File: src/rtl/alu_sequencer.sv
// Command sequencer that drives an external ALU from a 4-entry register bank, one command at a time.
// Optional conditional execution against the stored flags is enabled by defining ALU_SEQ_COND_EXEC_EN.
module alu_sequencer #(
  parameter int DATA_W = 16
) (
  input  logic              Clock,
  input  logic              Reset,
  input  logic              CmdValid,
  output logic              CmdReady,
  input  logic [4:0]        CmdFunSel,
  input  logic [1:0]        CmdDst,
  input  logic [1:0]        CmdSrcA,
  input  logic [1:0]        CmdSrcB,
  input  logic [1:0]        CmdCond,
  input  logic              RegWrEn,
  input  logic [1:0]        RegWrAddr,
  input  logic [DATA_W-1:0] RegWrData,
  output logic [DATA_W-1:0] AluA,
  output logic [DATA_W-1:0] AluB,
  output logic [4:0]        AluFunSel,
  output logic              AluWF,
  input  logic [DATA_W-1:0] AluOut,
  input  logic [3:0]        AluFlags,
  output logic              RspValid,
  input  logic              RspReady,
  output logic [DATA_W-1:0] RspData,
  output logic [3:0]        RspFlags,
  output logic              RspSkipped
);

  typedef enum logic [1:0] {IDLE, DRIVE, CAPTURE, RESP} state_t;

  state_t            state;
  logic [DATA_W-1:0] regs [4];
  logic [3:0]        sf;
  logic [DATA_W-1:0] result;
  logic [1:0]        dst_q;

  logic              accept;
  logic              cond_pass;
  logic [DATA_W-1:0] op_a, op_b, dst_val;

  assign accept = (state == IDLE) && CmdReady && CmdValid;

  // A direct load in the accept cycle is forwarded so the command sees the new value.
  always_comb begin
    op_a    = regs[CmdSrcA];
    op_b    = regs[CmdSrcB];
    dst_val = regs[CmdDst];
    if (RegWrEn && (RegWrAddr == CmdSrcA)) op_a    = RegWrData;
    if (RegWrEn && (RegWrAddr == CmdSrcB)) op_b    = RegWrData;
    if (RegWrEn && (RegWrAddr == CmdDst))  dst_val = RegWrData;
  end

`ifdef ALU_SEQ_COND_EXEC_EN
  // Flag layout: bit 3 Z, bit 2 C, bit 1 N.
  always_comb begin
    cond_pass = 1'b1;
    case (CmdCond)
      2'b01:   cond_pass = sf[3];
      2'b10:   cond_pass = sf[2];
      2'b11:   cond_pass = sf[1];
      default: cond_pass = 1'b1;
    endcase
  end
`else
  logic unused_cond;
  assign unused_cond = ^CmdCond;
  assign cond_pass   = 1'b1;
`endif

  always_ff @(posedge Clock or negedge Reset) begin
    if (!Reset) begin
      state      <= IDLE;
      for (int i = 0; i < 4; i++) regs[i] <= '0;
      sf         <= 4'b0000;
      result     <= '0;
      dst_q      <= 2'b00;
      CmdReady   <= 1'b0;
      AluA       <= '0;
      AluB       <= '0;
      AluFunSel  <= 5'b00000;
      AluWF      <= 1'b0;
      RspValid   <= 1'b0;
      RspData    <= '0;
      RspFlags   <= 4'b0000;
      RspSkipped <= 1'b0;
    end else begin
      case (state)
        IDLE: begin
          CmdReady <= 1'b1;
          if (RegWrEn) regs[RegWrAddr] <= RegWrData;
          if (accept) begin
            CmdReady <= 1'b0;
            dst_q    <= CmdDst;
            if (cond_pass) begin
              AluA      <= op_a;
              AluB      <= op_b;
              AluFunSel <= CmdFunSel;
              AluWF     <= 1'b1;
              state     <= DRIVE;
            end else begin
              RspValid   <= 1'b1;
              RspData    <= dst_val;
              RspFlags   <= sf;
              RspSkipped <= 1'b1;
              state      <= RESP;
            end
          end
        end
        // ALU result is combinational on AluOut; flags land in the ALU's own register at this edge.
        DRIVE: begin
          result <= AluOut;
          AluWF  <= 1'b0;
          state  <= CAPTURE;
        end
        CAPTURE: begin
          sf           <= AluFlags;
          regs[dst_q]  <= result;
          RspValid     <= 1'b1;
          RspData      <= result;
          RspFlags     <= AluFlags;
          RspSkipped   <= 1'b0;
          state        <= RESP;
        end
        RESP: begin
          if (RspReady) begin
            RspValid <= 1'b0;
            CmdReady <= 1'b1;
            state    <= IDLE;
          end
        end
        default: state <= IDLE;
      endcase
    end
  end

endmodule
File: config.mk
export PLATFORM = sky130hd
export DESIGN_NAME = alu_sequencer
export DESIGN_NICKNAME = d
export VERILOG_FILES = /design/src/rtl/alu_sequencer.sv
export SDC_FILE = /design/constraint.sdc
export NUM_CORES = 1
export LEC_CHECK = 0
export CORE_ASPECT_RATIO = 1.1
export CORE_MARGIN = 3
export CORE_UTILIZATION = 40
export DETAILED_ROUTE_END_ITERATION = 10
export PLACE_DENSITY = 0.64
export SLEW_MARGIN = 40
export SYNTH_ARGS = -nofsm -noshare
export SYNTH_HDL_FRONTEND = slang
export SYNTH_SLANG_ARGS = --single-unit
File: constraint.sdc
create_clock -name Clock -period 1.7 [get_ports Clock]
set_input_delay 0.34 -clock Clock [delete_from_list [all_inputs] [get_ports Clock]]
set_output_delay 0.34 -clock Clock [all_outputs]
set_load 0.01 [all_outputs]
==> summary by stage, run 1 <==
Routing
After the first detailed-routing iteration, the DRC count stood at about 440. The detailed router placed 5744 vias in this run. The residual DRC count is 0.

The wire length reported by the detailed router is ~20000 um. The via-per-instance ratio is 6.002. The remaining antenna violation count after routing is 0. The first detailed-routing pass ran for 5 iterations.

The routed wirelength normalized by instance count is 21.35 um.

Floorplanning
The floorplan step set the die height to 148.2 um. The floorplan step set the die width to 135.3 um. The total die area is 20040 um2.

The core region is 17870 um2. In this run the core area contains 51 standard-cell rows. The initial standard-cell utilization of the core is 41.15%. The count of boundary I/O pins is 117.

Power
The reported leakage power is 4.076 nW. In this run the power spent charging and discharging nets is 6.218 mW. Internal power comes to 11.46 mW. IR analysis of the VDD net gives a maximum drop of 865.2 uV.

Power spread over the standard cell area amounts to 1794 nW/um2. The sequential share of power is about 37%. Combinational cells account for 41.4% of the total power. The clock power share is 21.4%.

The switching portion of total power is 35.17%.

Cells and area
The number of filler cells placed in the layout is between 1000 and 1500. The antenna cell count is 0. In the final layout, flip-flops and latches occupy 3603 um2. The total number of nets in the final design is ~770. The final design instance area without fill is 9856 um2. The fraction of layout instances using a drive strength above 1 is 27.12%.

In the final layout, the multi-input gates occupy about 3500 um2. Compared with the post-synthesis result, the final layout area differs by 34.05%.

Synthesis
In the synthesized netlist the dominant register cell turns out to be dfrtp_1. The dominant cell type by area after synthesis is dfrtp_1. Synthesis produced a netlist with a net count of 636.

The sequential share of the synthesized area is approximately 49%. Of all flip-flops after synthesis, the portion carrying an async set or reset was 100.0%. The count of distinct cell types in the synthesized netlist is 35.

The post-synthesis cell count is roughly 580. The synthesized netlist occupies a cell area of 7352 um2. Ranked by total cell area, the synthesized netlist is headed by dfrtp_1 (49%), mux4_2 (9.8%), o2bb2ai_1 (7.6%). In this run, synthesis inferred 0 flip-flops with an integrated enable. The Yosys warning count is 0.

The synthesized design devotes to its leading area cell type 49.01% of total area. The average cell area after synthesis is between 10 and 15 um2. The flop and latch count out of synthesis is 144.

Worst setup path
The data arrival at the endpoint of the critical path is 1.33 ns. The startpoint of the worst register-to-register path is state[1]$_DFFE_PN0P_. The endpoint required time on the critical path is 1.36 ns.

The reg-to-reg setup timing slack is about 0.040 ns. The slowest stage of the critical path belongs to the cell clkdlybuf4s50_1. For this run, the slowest stage of the critical path takes 0.55 ns. The highest net fanout along the worst path is 2. The critical setup path kind is reg2out. The kind of cell adding the most delay to the critical path is buffers and inverters. The sort of element at the start of the critical path is a register. Counting both buffers and inverters, the worst setup path holds a total of 1. The capture point of the worst reg-to-reg path is AluB[6]$_DFFE_PN0P_. Traced cell by cell, the critical path runs through clkdlybuf4s50_1. The element type at the critical path end is a primary output. The count of cells along the worst register-to-register path is 7.

GRT
The via count of the first global-routing pass is approximately 5900. The number of antenna violations at the first check in global routing is 0. Global routing used 21.29% of the available tracks. After global routing the overflow that remains totals 0. The first global-routing pass estimated 33510 um of wire. The pin count of the biggest net entering global routing is 64.

CTS
Counting every sink on the clock net gives 144. TritonCTS built the clock tree. The H-tree was split into 4 levels. The number of clock buffers added by TritonCTS is 17. The clock insertion delay at the later pin of the skew report is 0.42 ns. The clock tree buffer depth is 2.

The tree is rooted in a clkbuf_16. The clock-pin transition on the worst setup and hold timing paths is roughly 0.060 ns.

Flow run
The tool flagged a number of max-cap violations equal to 0.

Placement
At the placement stage, the worst setup path has a slack of -0.4347 ns. The total half-perimeter wirelength after legalization and detailed placement is 14880 um. In this run the tool buffered the top-level ports with ~110 buffer cells. The final RePlAce weighted congestion is 0.9255. In this run the cell area measured after placement is about 9100 um2.

Timing
Setup violations remaining at the end of the flow were counted as 0. Static timing analysis puts the maximum clock frequency at 0.5988 GHz. The final count of pins violating max slew is 0. Across all hold checks on the routed design, the worst slack comes to around 0.35 ns. For the final routed database, the setup TNS stands at 0 ns. The final setup skew is 0.007900 ns. The worst path needs 1.670 ns of the cycle, external delays included. The final-report hold violation count came to 0. Once routing completed, OpenROAD measured the worst setup slack at 0.03009 ns. Dividing the final minimum period by the clock period gives 98.23%.

Status
The run finished with clean final reports.

Worst hold path
The class of the worst hold path is in2async.
## power groups by stage
| stage | Sequential (mW) | Clock, mW | Combinational (mW) |
|---|---|---|---|
| 6_report | 6.57 | 3.78 | 7.32 |
| 5_1_grt | 6.79 | 3.99 | 7.93 |
| 4_1_cts | 6.53 | 3.86 | 7.35 |
| 3_5_place_dp | 6.55 | 0 | 7.17 |
| 3_3_place_gp | 6.43 | 0 | 6.96 |
| 2_1_floorplan | 6.28 | 0 | 4.17 |
## synthesized netlist by cell type, types with 3 or more instances
library cell and number:
dfrtp_1 144, nand2_1 70, a22oi_1 64, o2bb2ai_1 64
mux2_2 38, mux4_2 32, o311ai_0 31, buf_2 24
o211ai_2 20, clkbuf_1 17, o211ai_1 12, buf_1 7
buf_4 6, buf_6 6, ha_1 4, inv_1 4
o21ai_2 4, and3b_1 3, nor3b_4 3, o21ai_0 3
## cells in the final DEF, fill, tap and decap left out, types with 18 or more instances in the layout
master / count
o211ai_2: 20
mux4_2: 32
clkdlybuf4s50_1: 91
dfrtp_1: 144
a22oi_1: 64
o2bb2ai_1: 64
buf_4: 35
nand2_1: 70
buf_12: 18
mux2_2: 37
o311ai_0: 24
## registers in the layout, indices dropped and copies added, names as in the netlist
register and flops:
state 2, CmdReady 1, RspValid 1, AluWF 1
RspData 16, AluA 16, AluFunSel 5, RspFlags 4
regs 64, result 16, dst_q 2, AluB 16
## layout make-up
type / instances / area share (%)
clock buffers: 18 / 4.354
inverters: 4 / 0.1523
clock inverters: 14 / 1.701
flip-flops and latches: 144 / 36.56
well taps: 238 / 3.021
multi-input cells: 368 / 35.29
repair buffers: 171 / 18.92
## logic make-up (layout without fill, tap and decap cells)
logic type	count (synthesis)	count (layout)	synth area share [%]
xor gates and xnor gates	4	4	0.8341
adders and majority gates	4	4	0.6808
and+or+nand+nor	85	85	5.429
other	1	1	0.05101
muxes	71	71	15.76
DFF	144	144	49.01
buffers and inverters	64	207	4.595
AOI/OAI and AO/OA	203	203	23.64
## what timing repair did
| action | 4_1_cts | 5_1_grt |
|---|---|---|
| pin swaps | 0 | 1 |
| cloned | 1 | 0 |
| endpoints found under the setup margin | 108 | 97 |
| gates resized for setup | 14 | 28 |
| hold buffers | 1 | 0 |
| endpoints found under the hold margin | 28 | 0 |
| buffers inserted | 0 | 3 |
## layer usage
layer	vias to the layer above	wire, um	share of wire [%]	global-route usage, %
met5	-	0	0	0
met4	0	377	1.8	7.359
li1	2550	-	-	-
met3	29	1415	6.9	4.263
met2	245	9529	47	31.97
met1	2920	9113	45	31.02
## metrics by stage
| step | total power, mW | utilization (%) | std cells |
|---|---|---|---|
| final | 17.68 | 55.16 | 957 |
| after global routing | 18.71 | 55.16 | 957 |
| after CTS | 17.74 | 54.73 | 954 |
| after detailed placement | 13.72 | 50.95 | 920 |
| after global placement | 13.39 | 50.95 | 920 |
| after floorplan | 10.45 | - | 576 |
## worst max-delay path by stage
stage	from	to	depth (start not counted)
CTS	state[1]$_DFFE_PN0P_	AluB[12]$_DFFE_PN0P_	7
global placement	RegWrAddr[0]	AluB[14]$_DFFE_PN0P_	6
detailed placement	CmdSrcA[0]	AluA[11]$_DFFE_PN0P_	6
floorplan	state[0]$_DFFE_PN0P_	regs[53]$_DFFE_PN0P_	7
global route	state[1]$_DFFE_PN0P_	AluB[2]$_DFFE_PN0P_	7
finish	AluB[12]$_DFFE_PN0P_	AluB[12]	1
(Power assumes the default switching activity.)
==> run 2: changes to the inputs <==
--- a/config.mk
+++ b/config.mk
@@ -5,6 +5,7 @@
 export SDC_FILE = /design/constraint.sdc
 export NUM_CORES = 1
 export LEC_CHECK = 0
+export ABC_AREA = 1
 export CORE_ASPECT_RATIO = 1.1
 export CORE_MARGIN = 3
 export CORE_UTILIZATION = 40
==> summary by stage, run 2 <==
Synthesis
The average cell area after synthesis is 7.557 um2. Ranked by total cell area, the synthesized netlist is headed by dfrtp_1 (48%), nand2_1 (21%), nand3_1 (8.8%). The number of enable flip-flop cells after synthesis is 0. The netlist area before placement is 7580 um2. The post-synthesis async set-or-reset flop share is 100.0%. The post-synth net total is 1063. By instance count, the leading cell after synthesis is nand2_1. The share of synthesized area in the top cell type comes to 47.54%.

Counting every instance in the synthesized netlist gives 1003. The dominant cell type by area after synthesis is dfrtp_1. The Yosys warning count is 0. In this run, distinct cell masters in the synthesized netlist total 25.

After synthesis, the most frequently instantiated cells are nand2_1 (414), dfrtp_1 (144), nand3_1 (133). In this run, synthesis produced a sequential element count of 144. The sequential share of the synthesized area is 47.54%. The dominant register cell in the synthesized netlist is dfrtp_1.

CTS
In this run the number of H-tree levels came out at 4. The TritonCTS clock tree is yes. The clock-pin transition on the worst setup and hold timing paths is about 0.060 ns. The later pin in the worst-skew pair is clocked with a latency of 0.42 ns.

The longest clock path from root to sink contains 2 buffers. For this design, the sink count on the clock tree is approximately 140. The root buffer cell chosen for the clock tree is clkbuf_16.

The TritonCTS buffer count is 17.

Timing
The final count of pins violating max slew came to 0. In the finished design, the share of the clock period the worst path needs comes to 97.43%. Counting I/O delays and the setup requirement, the final critical path takes 1.656 ns.

Setup repair after global routing left no endpoint under its margin. The final setup skew is 0.005758 ns. The tightest hold path in the finished design has a slack of 0.3353 ns. Timing would allow up to between 0.6 and 0.7 GHz.

The final-report hold violation count came to 0. Setup violations remaining at the end of the flow were counted as 0.

Floorplanning
The count of boundary I/O pins is 117. For this configuration, the core starts out at a cell density of 41.02%. From left edge to right edge, the die measures 137.3 um. Row generation in the floorplan step produced 52 rows. The total die area is around 21000 um2. The die span in y is about 150 um. The standard cell core area is 18480 um2.

Power
The reported leakage power is 5.011 nW. Registers are responsible for 34.0% of the overall power. In this run, the clock network consumes 21.7% of the power. Combinational cells account for 44.3% of the total power. IR analysis of the VDD net gives a maximum drop of between 900 and 1000 uV. The analysis attributes to net switching a power of 6.762 mW.

Net switching is roughly 38% of the power. For this design the ratio of total power to cell area is between 1500 and 2000 nW/um2. The internal power of the cells totals about 11 mW.

Worst setup path
The kind of cell adding the most delay to the critical path is buffers and inverters. The element type at the critical path end is a primary output. The sort of element at the start of the critical path is a register.

On the worst path, the slowest cell contributes a delay of approximately 0.54 ns. For the worst setup path, the data arrival time is 1.32 ns. The critical setup path kind is reg2out. In this run the worst path has a maximum fanout of 2.

The signal on the critical path passes through clkdlybuf4s50_1. The number of cells on the worst reg-to-reg path is 7. The number of cells on the critical path is 1. The cell with the largest stage delay on the worst path is clkdlybuf4s50_1. The endpoint required time on the critical path is 1.36 ns. The worst path buffer plus inverter count is 1.

Routing
For this block, the initial DRC count from the detailed router was 660. The number of detailed-route iterations in the first pass is 6. The remaining antenna violation count after routing is 0. The residual DRC count is 0. The total vias in the final route is 7131. The wire length reported by the detailed router is 22380 um.

The routed wirelength normalized by instance count is 16.18 um. Dividing the detail-routed via count by the number of cells gives 5.156.

GRT
The number of antenna violations at the first check in global routing is 0. The all-layer global routing usage is 22.58%. The global-route wire length before repair is 36530 um. The via count of the first global-routing pass is 6915.

The pin count of the biggest net entering global routing is between 50 and 60. The total grt overflow is 0.

Cells and area
The antenna cell count is 0. The register with the most flip-flops in the layout has 64 of them. The most flop-heavy register is regs. Leaving out fill and tap cells, the most frequent cells in the layout are nand2_1 (414), dfrtp_1 (144), nand3_1 (130). The fraction of layout instances using a drive strength above 1 is 10.79%. The final design instance area without fill is between 10000 and 15000 um2. The most common cell after layout, fill and taps aside is nand2_1.

Compared with the post-synthesis result, the final layout area differs by 33.38%. After filler insertion, the fill cell instance count of the layout stands at 1811. The total number of nets in the final design is 1189.

Placement
The count of input and output buffers is 113. After detailed placement, the total cell area comes to 9368 um2. The congestion estimate from routability-driven global placement came to 0.8324. Detailed placement finished with a half-perimeter wire length of 15720 um.

Status
The run finished with clean final reports.

Flow run
The max-capacitance violation count is 0.

Worst hold path
The class of the worst hold path is in2async.
==> run 2: area by class of cell <==
type	count	area (um2)	share of cell area, %
clock buffers	25	515.5	5.099
inverters	50	187.7	1.856
repair buffers	170	1847	18.27
well taps	243	304.0	3.007
multi-input cells	746	3552	35.14
flip-flops and latches	144	3603	35.64
clock inverters	5	100.1	0.9901
==> run 2: repair_timing <==
item	CTS	global route
hold buffers	1	0
buffers inserted	0	2
endpoints found under the hold margin	15	0
setup endpoints to repair	1	88
resized for setup	1	35
==> run 2: per-stage QoR <==
| step | setup slack, ns | utilization, % | cells | power [mW] | TNS [ns] |
|---|---|---|---|---|---|
| floorplan | 0.1182 | - | 1003 | 10.39 | 0 |
| global placement | -0.1662 | 50.70 | 1350 | 13.75 | -12.59 |
| finish | 0.04373 | 54.71 | 1383 | 17.90 | 0 |
| detailed placement | -0.1773 | 50.70 | 1350 | 13.92 | -12.93 |
| CTS | 0.007311 | 54.10 | 1381 | 17.91 | 0 |
| global route | 0.002462 | 54.71 | 1383 | 19.30 | 0 |
==> run 2: logic make-up (layout without fill, tap and decap cells) <==
family / after synthesis / after routing / share of synthesized area [%]
and+or+nand+nor: 579 / 579 / 31.33
AOI/OAI and AO/OA: 146 / 146 / 11.89
DFF: 144 / 144 / 47.54
buffers and inverters: 113 / 250 / 6.157
muxes: 16 / 16 / 2.377
adders and majority gates: 4 / 4 / 0.6603
other: 1 / 1 / 0.04947
==> run 2: final timing paths <==
path | slack (ns) | end | from
worst min register to register | 0.47 | RspData[14]$_DFFE_PN0P_ | RspData[14]$_DFFE_PN0P_
worst max register to register | 0.12 | regs[10]$_DFFE_PN0P_ | state[0]$_DFFE_PN0P_
max in group asynchronous | 0.84 | regs[8]$_DFFE_PN0P_ | Reset
worst min-delay path | 0.34 | AluFunSel[0]$_DFFE_PN0P_ | Reset
min in group Clock | 0.45 | AluFunSel[0]$_DFFE_PN0P_ | CmdFunSel[0]
worst max-delay path | 0.04 | RspData[3] | RspData[3]$_DFFE_PN0P_
==> run 2: power groups by stage <==
stage                     sequential (mW)  combinational, mW  clock, mW
after global placement               6.07               7.68          0
after floorplan                      6.24               4.15          0
final                                6.08               7.93       3.89
after global routing                 6.29               8.86       4.14
after CTS                            6.06               7.88       3.97
after detailed placement             6.10               7.82          0
==> run 2: layer usage <==
layer  routed length [um]  global-route usage [%]  up-vias
met5                    0                       0        -
met4                  342                   6.886        0
met3                 1540                   4.311       25
met2                10520                   36.04      257
met1                 9979                   31.21     3295
li1                     -                       -     3554
